### src/rtl/io_peripheral_responder.sv
// ----------------------------------------------------------------------------
// io_peripheral_responder
//   Peripheral-side end of the CPU IO bus. Answers the LED and switch chip
//   selects with ioRead/ioWrite strobes, holds the 24 LED output registers,
//   debounces the 24 board switches and returns 16-bit read data, including a
//   read-to-clear "switches changed" flag.
//
//   Register map (addr[3:0]):
//     LEDCtrl    0x0  led[15:0]            R/W
//                0x2  led[23:16]           R/W (read zero-extended)
//     SwitchCtrl 0x0  sw_db[15:0]          R
//                0x2  sw_db[23:16]         R   (zero-extended)
//                0x4  {15'b0, chg}         R   (read-to-clear)
//     other addresses read 0, writes ignored.
//
// Ports
//   clock       in   1   system clock, all state on rising edge
//   reset       in   1   synchronous, active-high
//   ioRead      in   1   CPU IO read strobe
//   ioWrite     in   1   CPU IO write strobe
//   LEDCtrl     in   1   LED chip select (wins if both selects are high)
//   SwitchCtrl  in   1   switch chip select
//   addr        in   4   IO address bits [3:0]
//   write_data  in  16   write data
//   switch_in   in  24   raw asynchronous switch pins
//   io_rdata    out 16   combinational read data
//   led         out 24   registered LED drive
// ----------------------------------------------------------------------------
module io_peripheral_responder #(
    parameter int          DEB_TICK = 100000,
    parameter logic [23:0] LED_RST  = 24'h0
) (
    input  logic        clock,
    input  logic        reset,
    input  logic        ioRead,
    input  logic        ioWrite,
    input  logic        LEDCtrl,
    input  logic        SwitchCtrl,
    input  logic [3:0]  addr,
    input  logic [15:0] write_data,
    input  logic [23:0] switch_in,
    output logic [15:0] io_rdata,
    output logic [23:0] led
);

    localparam int            TW        = (DEB_TICK > 1) ? $clog2(DEB_TICK) : 1;
    localparam logic [TW-1:0] TICK_LAST = TW'(DEB_TICK - 1);

    localparam logic [3:0] ADDR_LO  = 4'h0;
    localparam logic [3:0] ADDR_HI  = 4'h2;
    localparam logic [3:0] ADDR_CHG = 4'h4;

    logic [23:0]   sync1;
    logic [23:0]   sw_s;
    logic [23:0]   samp;
    logic [23:0]   sw_db;
    logic [23:0]   sw_db_next;
    logic [TW-1:0] tick_cnt;
    logic          tick;
    logic          chg;
    logic          chg_rd;
    logic          chg_rd_q;
    logic          chg_clr;
    logic          led_wr;

    assign led_wr = LEDCtrl & ioWrite;
    assign tick   = (tick_cnt == TICK_LAST);

    // A flag read only counts when the switch block actually owns the bus.
    // Only the first cycle of a (possibly multi-cycle) read clears the flag,
    // so a change that lands during a held read is not lost.
    assign chg_rd  = ioRead & SwitchCtrl & ~LEDCtrl & (addr == ADDR_CHG);
    assign chg_clr = chg_rd & ~chg_rd_q;

    // LED registers
    always_ff @(posedge clock) begin
        if (reset) begin
            led <= LED_RST;
        end else if (led_wr) begin
            case (addr)
                ADDR_LO: led[15:0]  <= write_data;
                ADDR_HI: led[23:16] <= write_data[7:0];
                default: ;
            endcase
        end
    end

    // A bit follows the synchronized pin only when the pin agrees with the
    // value captured on the previous tick, i.e. it was stable across two ticks.
    always_comb begin
        sw_db_next = sw_db;
        if (tick) begin
            sw_db_next = (sw_s & ~(sw_s ^ samp)) | (sw_db & (sw_s ^ samp));
        end
    end

    // Switch synchronizer, tick counter, debounce and change flag
    always_ff @(posedge clock) begin
        if (reset) begin
            sync1    <= '0;
            sw_s     <= '0;
            samp     <= '0;
            sw_db    <= '0;
            tick_cnt <= '0;
            chg      <= 1'b0;
            chg_rd_q <= 1'b0;
        end else begin
            sync1    <= switch_in;
            sw_s     <= sync1;
            tick_cnt <= tick ? '0 : tick_cnt + TW'(1);
            if (tick) begin
                samp <= sw_s;
            end
            sw_db    <= sw_db_next;
            chg_rd_q <= chg_rd;
            // Set beats clear when both happen on the same edge.
            if (sw_db_next != sw_db) begin
                chg <= 1'b1;
            end else if (chg_clr) begin
                chg <= 1'b0;
            end
        end
    end

    // Read mux, LED select has priority over switch select
    always_comb begin
        io_rdata = 16'h0;
        if (ioRead && LEDCtrl) begin
            case (addr)
                ADDR_LO: io_rdata = led[15:0];
                ADDR_HI: io_rdata = {8'h0, led[23:16]};
                default: io_rdata = 16'h0;
            endcase
        end else if (ioRead && SwitchCtrl) begin
            case (addr)
                ADDR_LO:  io_rdata = sw_db[15:0];
                ADDR_HI:  io_rdata = {8'h0, sw_db[23:16]};
                ADDR_CHG: io_rdata = {15'h0, chg};
                default:  io_rdata = 16'h0;
            endcase
        end
    end

endmodule

### config.mk
export PLATFORM = sky130hd
export DESIGN_NAME = io_peripheral_responder
export DESIGN_NICKNAME = d
export VERILOG_FILES = /design/src/rtl/io_peripheral_responder.sv
export SDC_FILE = /design/constraint.sdc
export NUM_CORES = 1
export LEC_CHECK = 0
export CAP_MARGIN = 20
export CORE_ASPECT_RATIO = 0.75
export CORE_UTILIZATION = 40
export DETAILED_ROUTE_END_ITERATION = 10
export PLACE_DENSITY_LB_ADDON = 0.05
export SYNTH_ARGS = -nofsm -noshare
export SYNTH_HDL_FRONTEND = slang
export SYNTH_SLANG_ARGS = --single-unit
### constraint.sdc
create_clock -name clock -period 7 [get_ports clock]
set_clock_uncertainty 0.15 [all_clocks]
set_input_delay 2.1 -clock clock [delete_from_list [all_inputs] [get_ports clock]]
set_output_delay 2.1 -clock clock [all_outputs]
set_load 0.02 [all_outputs]
Word level (Yosys, flattened, before mapping)
Cells that the tools add are included.
Word-level totals
  bits in registers: 139
  input port bits: 50
  output and inout port bits: 40
  logic and storage cells: 40
Operators by class
  add/sub/neg operators: 1
  eq/ne operators: 4
  mux-type cells: 7
  bitwise operators: 12
  reduce and logical (&&, ||, !) cells: 7
Operator list (number)
  24-bit AND: 2
  16-bit case mux with 3 select lines: 1
  16-bit 2-to-1 mux: 2
  16-bit case mux with 2 select lines: 1
  24-bit 2-to-1 mux: 1
  24-bit inequality test: 1
  24-bit inverter: 1
  24-bit OR: 1
  24-bit XOR: 1
  17-bit by 1-bit adder with 17-bit output (second input constant): 1
  17-bit equality test (second input constant): 1
  1-bit AND: 5
  4-bit by 2-bit equality test with 1-bit output (second input constant): 1
  4-bit by 3-bit equality test with 1-bit output (second input constant): 1
  4-bit zero test: 1
  2-bit AND reduction: 2
  1-bit logical AND: 2
  1-bit 2-to-1 mux: 2
  1-bit inverter: 2
  2-bit nonzero test: 1
  2-bit OR reduction: 1

Longest topological paths before layout
Gate-level depths: netlist of run 1.
  depth in word-level cells: 7
  gate-level depth with buffers: 10
  depth with buffers taken out: 6

Worst setup path after synthesis of run 1
No wires, ideal clock.
  path type: input-to-output
  start: input addr[2]
  end: output io_rdata[5]
  arrival: 3.441 ns
  data required time: 4.750 ns
  setup slack: 1.309 ns
  cell stages on the path: 5
  buffers on the path: 2
  path through: clkbuf_1 > nor4b_4 > clkbuf_1 > a22oi_1 > o22ai_1
On the way
  word-level cells in the longest chain between the ends: 4
  elaborated cells on any way between the ends: 7
  classes of those cells: 2 x eq/ne; 4 x mux; 1 x reduce/logical
RTL lines
  start: declaration: RTL line 39  | input logic [3:0] addr,
  4-bit by 3-bit equality test with 1-bit output (tied with other cells): RTL line 135  | case (addr)
  16-bit case mux with 3 select lines: RTL line 135
  16-bit 2-to-1 mux: RTL line 134  | end else if (ioRead && SwitchCtrl) begin
  16-bit 2-to-1 mux *: RTL line 128  | if (ioRead && LEDCtrl) begin
  end: declaration: RTL line 42  | output logic [15:0] io_rdata,
Mark *: on every way between the ends. The rest lies on a longest branch, timed or not.

Final worst setup path of run 1
  start: input addr[1]
  end: output io_rdata[1]
The elaborated chain is that of the path after synthesis.

==> summary by stage, run 1 <==
Status
The run finished with clean final reports.

Routing
The count of nets left with antenna violations after detail routing is 0. The detailed router placed 5070 vias in this run. After detailed routing, the number of remaining DRC violations is 0. The final wirelength is 15100 um. The average routed wire per standard cell is 15.7 um. After detailed routing, the number of vias per cell comes to 5.28. The initial DRC count is 387. The number of iterations in the first detailed-routing pass is 5.

Min path
The hold path startpoint is tick_cnt[0]$_SDFF_PP0_. The worst hold path terminates at tick_cnt[0]$_SDFF_PP0_. The worst min-delay path class is register to register. The instance count along the most critical hold path is 1.

STA
The worst slew slack as a fraction of its limit is 35.0%. The count of final hold-check violations came to 0. The sum of negative setup slack is 0 ns. Derived from the worst setup path, the maximum achievable clock frequency is 155 MHz. The final critical-path required period is 6.46 ns. The slew at the pin closest to its max-slew limit is 0.975 ns. Setup repair after global routing left no endpoint under its margin.

The worst path uses 92.2% of the clock period. The final-report max-slew violation count came to 0. The final count of negative-setup-slack endpoints is 0.

Critical path
The maximum fanout along the worst path is 17. The category of the most critical setup path is input pin to output port. In this run the register-to-register setup slack is 3.90 ns. The worst flop-to-flop path endpoint is tick_cnt[3]$_SDFF_PP0_. Data on the critical path arrives at its endpoint at 4.21 ns. At the worst endpoint, the required time is 4.75 ns. STA classifies the critical path startpoint as an input pin. The startpoint identified for the worst register-to-register timing path is tick_cnt[9]$_SDFF_PP0_. STA classifies the critical path endpoint as an output port. The depth of the most critical reg-to-reg path is 5.

Global routing
The global-route wire length before repair is 24100 um. The number of antenna violations at the first check in global routing is 0. The via count of the first global-routing pass came to 4574. The total overflow reported by the global router is 0. Entering global routing, the biggest net connects 65 pins. Across every metal layer, demand over resource in global routing totals 21.2%.

Logic synthesis
Summing every instance area after synthesis gives 5710 sq um. The most used standard cell by instance count after synthesis is dfxtp_1. In this run, synthesis inferred 0 flip-flops with an integrated enable. A synthesized cell averages 8.17 sq um. The proportion of synthesized flip-flops having asynchronous set or reset is 0%.

The synthesized instance count is 698. The sequential cell area fraction in the yosys report is 48.8%. By area the synthesized netlist is led by dfxtp_1 49%, nand2_1 8.4%, a21oi_1 6.3%. The most instantiated flip-flop cell in the synthesis netlist is dfxtp_1. The count of state elements after synthesis is 139. Counting distinct cell types in the post-synthesis netlist gives 42. The net count after synthesis is 749. The number of warnings issued by yosys is 0. The commonest cells after synthesis are 139 x dfxtp_1, 128 x nand2_1, 72 x a21oi_1.

The biggest area consumer among synthesized cells is dfxtp_1. In this run the biggest area consumer among cell types represents 48.8% of the synthesized area.

Clock network
TritonCTS built the clock tree. The number of buffers added by the clock tree synthesis step is 17. After clock tree synthesis, the clock-pin slew on the worst setup and hold paths is 0.06 ns.

The H-tree was split into 4 levels. The clock sink count is 139. Once the clock tree was built, the resizer swapped 0 gates to a different size. The buffer cell driving the clock tree root is clkbuf_16. The clock passes through at most 2 buffers.

Buffers added to address setup during post-CTS repair amount to 0. The clock reaches the later pin of the worst-skew pair after 0.41 ns. The hold buffer count at CTS is 0.

Final layout
The repair_antennas step left the layout with diodes totalling 0. The layout overhead on the synthesized area is 26.8%. The core utilization of the finished layout is 52.4%.

For this run, the post-layout net count is 825. The fraction of final layout cells sized beyond drive strength 1 is 5.61%.

Die
Measured along the x axis, the die boundary spans 140 um. 90 I/O pins were placed. The site row count is 37. The initial utilization of the core area, before any placement, comes to 41.4%. The vertical die dimension is 105 um. The standard cell core area is 13800 sq um. The die covers 14800 sq um.

Run
The tool flagged a number of max-cap violations equal to 0.

Power and ir drop
The maximum ir drop on the vdd rail is 0.000170 V. The total power density per cell area is 242 nW/um^2. The cell leakage power is 2.35 nW.

Placement
The quantity of I/O buffers inserted on ports is 89. At the end of routability-driven placement, the weighted congestion stood at 0.918. The wire-length estimate of the detail-placed layout is 10400 um.
stage by stage:
stage / hold WS [ns] / setup WS, ns / power (mW) / instance area [sq um] / cells
2_1_floorplan: 0.261 / 1.31 / 0.863 / 5710 / 698
3_3_place_gp: 0.269 / 0.650 / 0.903 / 6640 / 929
3_5_place_dp: 0.275 / 0.536 / 0.905 / 6670 / 930
4_1_cts: 0.288 / 0.528 / 1.77 / 7240 / 960
5_1_grt: 0.300 / 0.436 / 1.81 / 7240 / 960
6_report: 0.286 / 0.544 / 1.75 / 7240 / 960
cells by family (layout without fill, tap and decap cells):
group	count (synthesis)	in the layout	synth area share (%)
mux	1	1	0.175
simple gates	299	299	25.2
xor+xnor	15	15	2.30
fa+ha+maj	1	1	0.219
flops	139	139	48.8
compound gates	180	180	18.0
buf+inv	63	150	5.26
area by class of cell:
cell class | instances | area, sq um
Clock buffer | 19 | 443
Clock inverter | 11 | 123
Fill cell | 1277 | 6560
Inverter | 26 | 97.6
Multi-Input combinational cell | 496 | 2630
Sequential cell | 139 | 2780
Tap cell | 175 | 219
Timing Repair Buffer | 94 | 946
worst max path at each step:
stage,from,endpoint,cells past startpoint
after floorplan,addr[2],io_rdata[5],5
after global placement,addr[1],io_rdata[1],6
after detailed placement,addr[1],io_rdata[1],6
after CTS,addr[1],io_rdata[1],6
after global routing,addr[1],io_rdata[1],6
final,addr[1],io_rdata[1],6
registers in the layout, summed over array words and instances, names as in the netlist:
signal,count
sync1,24
samp,24
chg_rd_q,1
sw_s,24
led,24
chg,1
tick_cnt,17
sw_db,24
worst max-delay path, stage by stage:
cell,delay [ns]
clkdlybuf4s50_1,0.54
nor4_4,0.32
buf_4,0.26
a22oi_1,0.12
o22ai_1,0.21
clkdlybuf4s50_1,0.64
placed cells by master, fill, tap and decap left out, drive strengths merged, types with 2 or more instances in the layout:
master	netlist	routed
and4	2	2
clkinv	0	4
clkdlybuf4s50	0	88
a211oi	8	8
bufinv	0	2
clkbuf	22	19
buf	15	6
nor2	52	52
nand4	5	5
inv	26	27
and2	2	2
o21ai	49	49
nand2b	9	9
dfxtp	139	139
nor3	27	27
o22ai	20	20
nor4	3	3
xnor2	8	8
o2bb2ai	2	2
nand2	129	129
and3	8	8
a21oi	73	73
nor2b	48	48
nand3	8	8
xor2	7	7
and4bb	2	2
clkinvlp	0	4
a22oi	25	25
routing by layer:
metal | vias up | part of all wire [%] | global-route usage [%]
met5 | - | 0 | 0
met4 | 0 | 1.3 | 7.85
met3 | 17 | 5.5 | 4.86
met2 | 158 | 42 | 31.4
met1 | 2373 | 51 | 29.9
li1 | 2522 | - | -
where the power goes:
part / internal, mW / switching [mW] / total [mW]
Clock: 0.529 / 0.331 / 0.859
Combinational: 0.0385 / 0.0333 / 0.0718
Sequential: 0.807 / 0.00972 / 0.817
(Power assumes the default switching activity.)
==> inputs of run 2 (changes only) <==
--- a/config.mk
+++ b/config.mk
@@ -9,6 +9,7 @@
 export CORE_ASPECT_RATIO = 0.75
 export CORE_UTILIZATION = 40
 export DETAILED_ROUTE_END_ITERATION = 10
+export GPL_ROUTABILITY_DRIVEN = 0
 export PLACE_DENSITY_LB_ADDON = 0.05
 export SYNTH_ARGS = -nofsm -noshare
 export SYNTH_HDL_FRONTEND = slang
==> run 2 against run 1 <==
  * Critical path depth stayed put
  * Count of clock-buffer cells in the layout stayed put
  * First-iteration DRC count is 18% lower
  * Sequential power hardly changed
  * Power is 2.7% higher
  * Worst setup slack better by 0.0019 ns
  * Core utilization is 0.15 points higher
  * Highest routed layer unchanged
  * Cell area is 0.28% higher
  * Fmax hardly changed
  * Worst hold slack worse by 0.0035 ns
  * Die area stayed put
  * Cell count stayed put
==> summary by stage, run 2 (same netlist as run 1, synthesis figures left out) <==
Clock network
Clock-pin slew was measured on the worst setup and hold paths at 0.06 ns. TritonCTS built the clock tree. The post-CTS setup-driven buffer insertion count is 0. The later pin in the worst-skew pair is clocked with a latency of 0.42 ns. The H-tree was split into 4 levels.

The hold buffer count at CTS is 0. In this run, post-CTS repair resized a total of 0 instances. In this run the clock root is driven by a clkbuf_16. The number of buffers added by the clock tree synthesis step is 17.

The number of buffers on the longest clock path is 2. The clock sink count is 139.

Global routing
The first global-routing pass estimated 24500 um of wire. The number of antenna violations at the first check in global routing is 0. After global routing the overflow that remains totals 0. The via count of the first global-routing pass is 4705.

The largest net degree at the start of global routing is 67. Across every metal layer, demand over resource in global routing totals 21.7%.

Power and ir drop
VDD sags by at most 0.000176 V. The overall power consumption is 1.80 mW. The total power density per cell area is 247 nW/um^2.

The cell leakage power is 2.37 nW.

Critical path
The worst register-to-register path has a depth of 5. The kind of end point of the critical path is an output port. The endpoint identified for the worst register-to-register timing path is tick_cnt[11]$_SDFF_PP0_. The category of the most critical setup path is input pin to output port. The worst register-to-register path begins at tick_cnt[8]$_SDFF_PP0_. Of all nets on the critical path, the largest fanout is 17. The arrival time at the worst endpoint is 4.20 ns. Data on the critical path is required at its endpoint by 4.75 ns. The element type at the critical path start is an input pin.

The register-to-register setup slack is 3.89 ns.

Final layout
The leading cell type in the layout, fill and taps excluded is dfxtp_1. The net count of the finished layout is 825. Relative to the synthesized area, the layout overhead comes to 27.2%. The post-route netlist has 5.73% of its cells at a drive strength greater than 1. The area occupied by multi-input gates is 2630 sq um. The register area is 2780 sq um.

For this run, the share of the core covered by cells in the final layout is 52.6%. The filler cells instantiated in the layout total 1298. The repair_antennas step left the layout with diodes totalling 0. In the layout the commonest cells are 139 x dfxtp_1, 128 x nand2_1, 88 x clkdlybuf4s50_1.

STA
Based on the critical path, the design can be clocked at up to 155 MHz. The final count of negative-setup-slack endpoints is 0. The final critical-path required period is 6.45 ns. After layout, the worst path uses 92.2% of the clock period. The sum of negative setup slack is 0 ns.

The count of final hold-check violations is 0. The final-report max-slew violation count was 0. The slew at the pin closest to its max-slew limit is 0.942 ns. Measured against its own limit, the worst slew margin works out to 37.2%. Setup repair after global routing left no endpoint under its margin.

Die
The die covers 14800 sq um. The vertical die dimension is 105 um. After floorplanning, the core was divided into 37 placement rows. The core region is 13800 sq um. The die width is 140 um.

The initial utilization of the core area, before any placement, comes to 41.4%. For this design the top-level I/O count stands at 90.

Routing
The ratio of routed vias to standard cells is 5.19. Detailed routing inserted a total of 4982 vias. After the first detailed-routing iteration, the DRC count stood at 316. The count of nets left with antenna violations after detail routing is 0. The final wirelength is 15100 um. In the routed design, unresolved DRC markers number 0. In the final routed layout, each cell accounts on average for 15.8 um. The first detailed-routing pass ran for 5 iterations.

Placement
During placement, the flow inserted port buffers numbering 89. Detailed placement ended at an HPWL of 10500 um.

Run
The number of maximum-capacitance constraint violations is 0.

Min path
The worst min-delay path class is register to register. The startpoint identified for the worst hold timing path is sync1[8]$_SDFF_PP0_. The path with the worst hold slack has its endpoint at sw_s[8]$_SDFF_PP0_. Along the worst hold path, the cell count comes to 1.

Status
The flow ran to the end, and the final reports show no timing, DRC or antenna violations.
run 2: per-layer routing:
layer	up-vias	GRT usage (%)	share of wire (%)
li1	2524	-	-
met1	2302	30.2	50
met2	135	31.4	43
met3	21	5.59	5.2
met4	0	9.50	1.7
met5	-	0	0
run 2: worst max-delay path, cell delays in order:
cell             delay [ns]
clkdlybuf4s50_1        0.60
nor4b_4                0.29
buf_4                  0.25
a22oi_1                0.12
o22ai_1                0.20
clkdlybuf4s50_1        0.64
run 2: final cells by class:
| class | count | share of cell area [%] |
|---|---|---|
| sequential | 139 | 38.4 |
| multi-input combinational | 496 | 36.2 |
| timing repair buffer | 94 | 12.9 |
| clock buffer | 19 | 6.24 |
| tap | 175 | 3.02 |
| clock inverter | 11 | 2.00 |
| inverter | 26 | 1.35 |
run 2: through the flow:
step,hold WS [ns],instances,area (sq um),worst slack (ns)
detailed placement,0.270,930,6660,0.578
CTS,0.284,960,7260,0.562
finish,0.282,960,7260,0.546
global route,0.301,960,7260,0.450
global placement,0.272,929,6640,0.649
floorplan,0.261,698,5710,1.31
run 2: how the worst max path moves through the flow:
stage	from	end	slack [ns]
finish	addr[2]	io_rdata[1]	0.55
global route	addr[2]	io_rdata[1]	0.45
CTS	addr[1]	io_rdata[1]	0.56
detailed placement	addr[1]	io_rdata[1]	0.58
global placement	addr[1]	io_rdata[1]	0.65
floorplan	addr[2]	io_rdata[5]	1.31
run 2: where the power goes:
| group | switching, mW | leakage, nW | internal (mW) |
|---|---|---|---|
| clock network | 0.334 | 0.287 | 0.574 |
| registers | 0.00998 | 1.13 | 0.807 |
| logic | 0.0327 | 0.950 | 0.0386 |
| total | 0.377 | 2.37 | 1.42 |
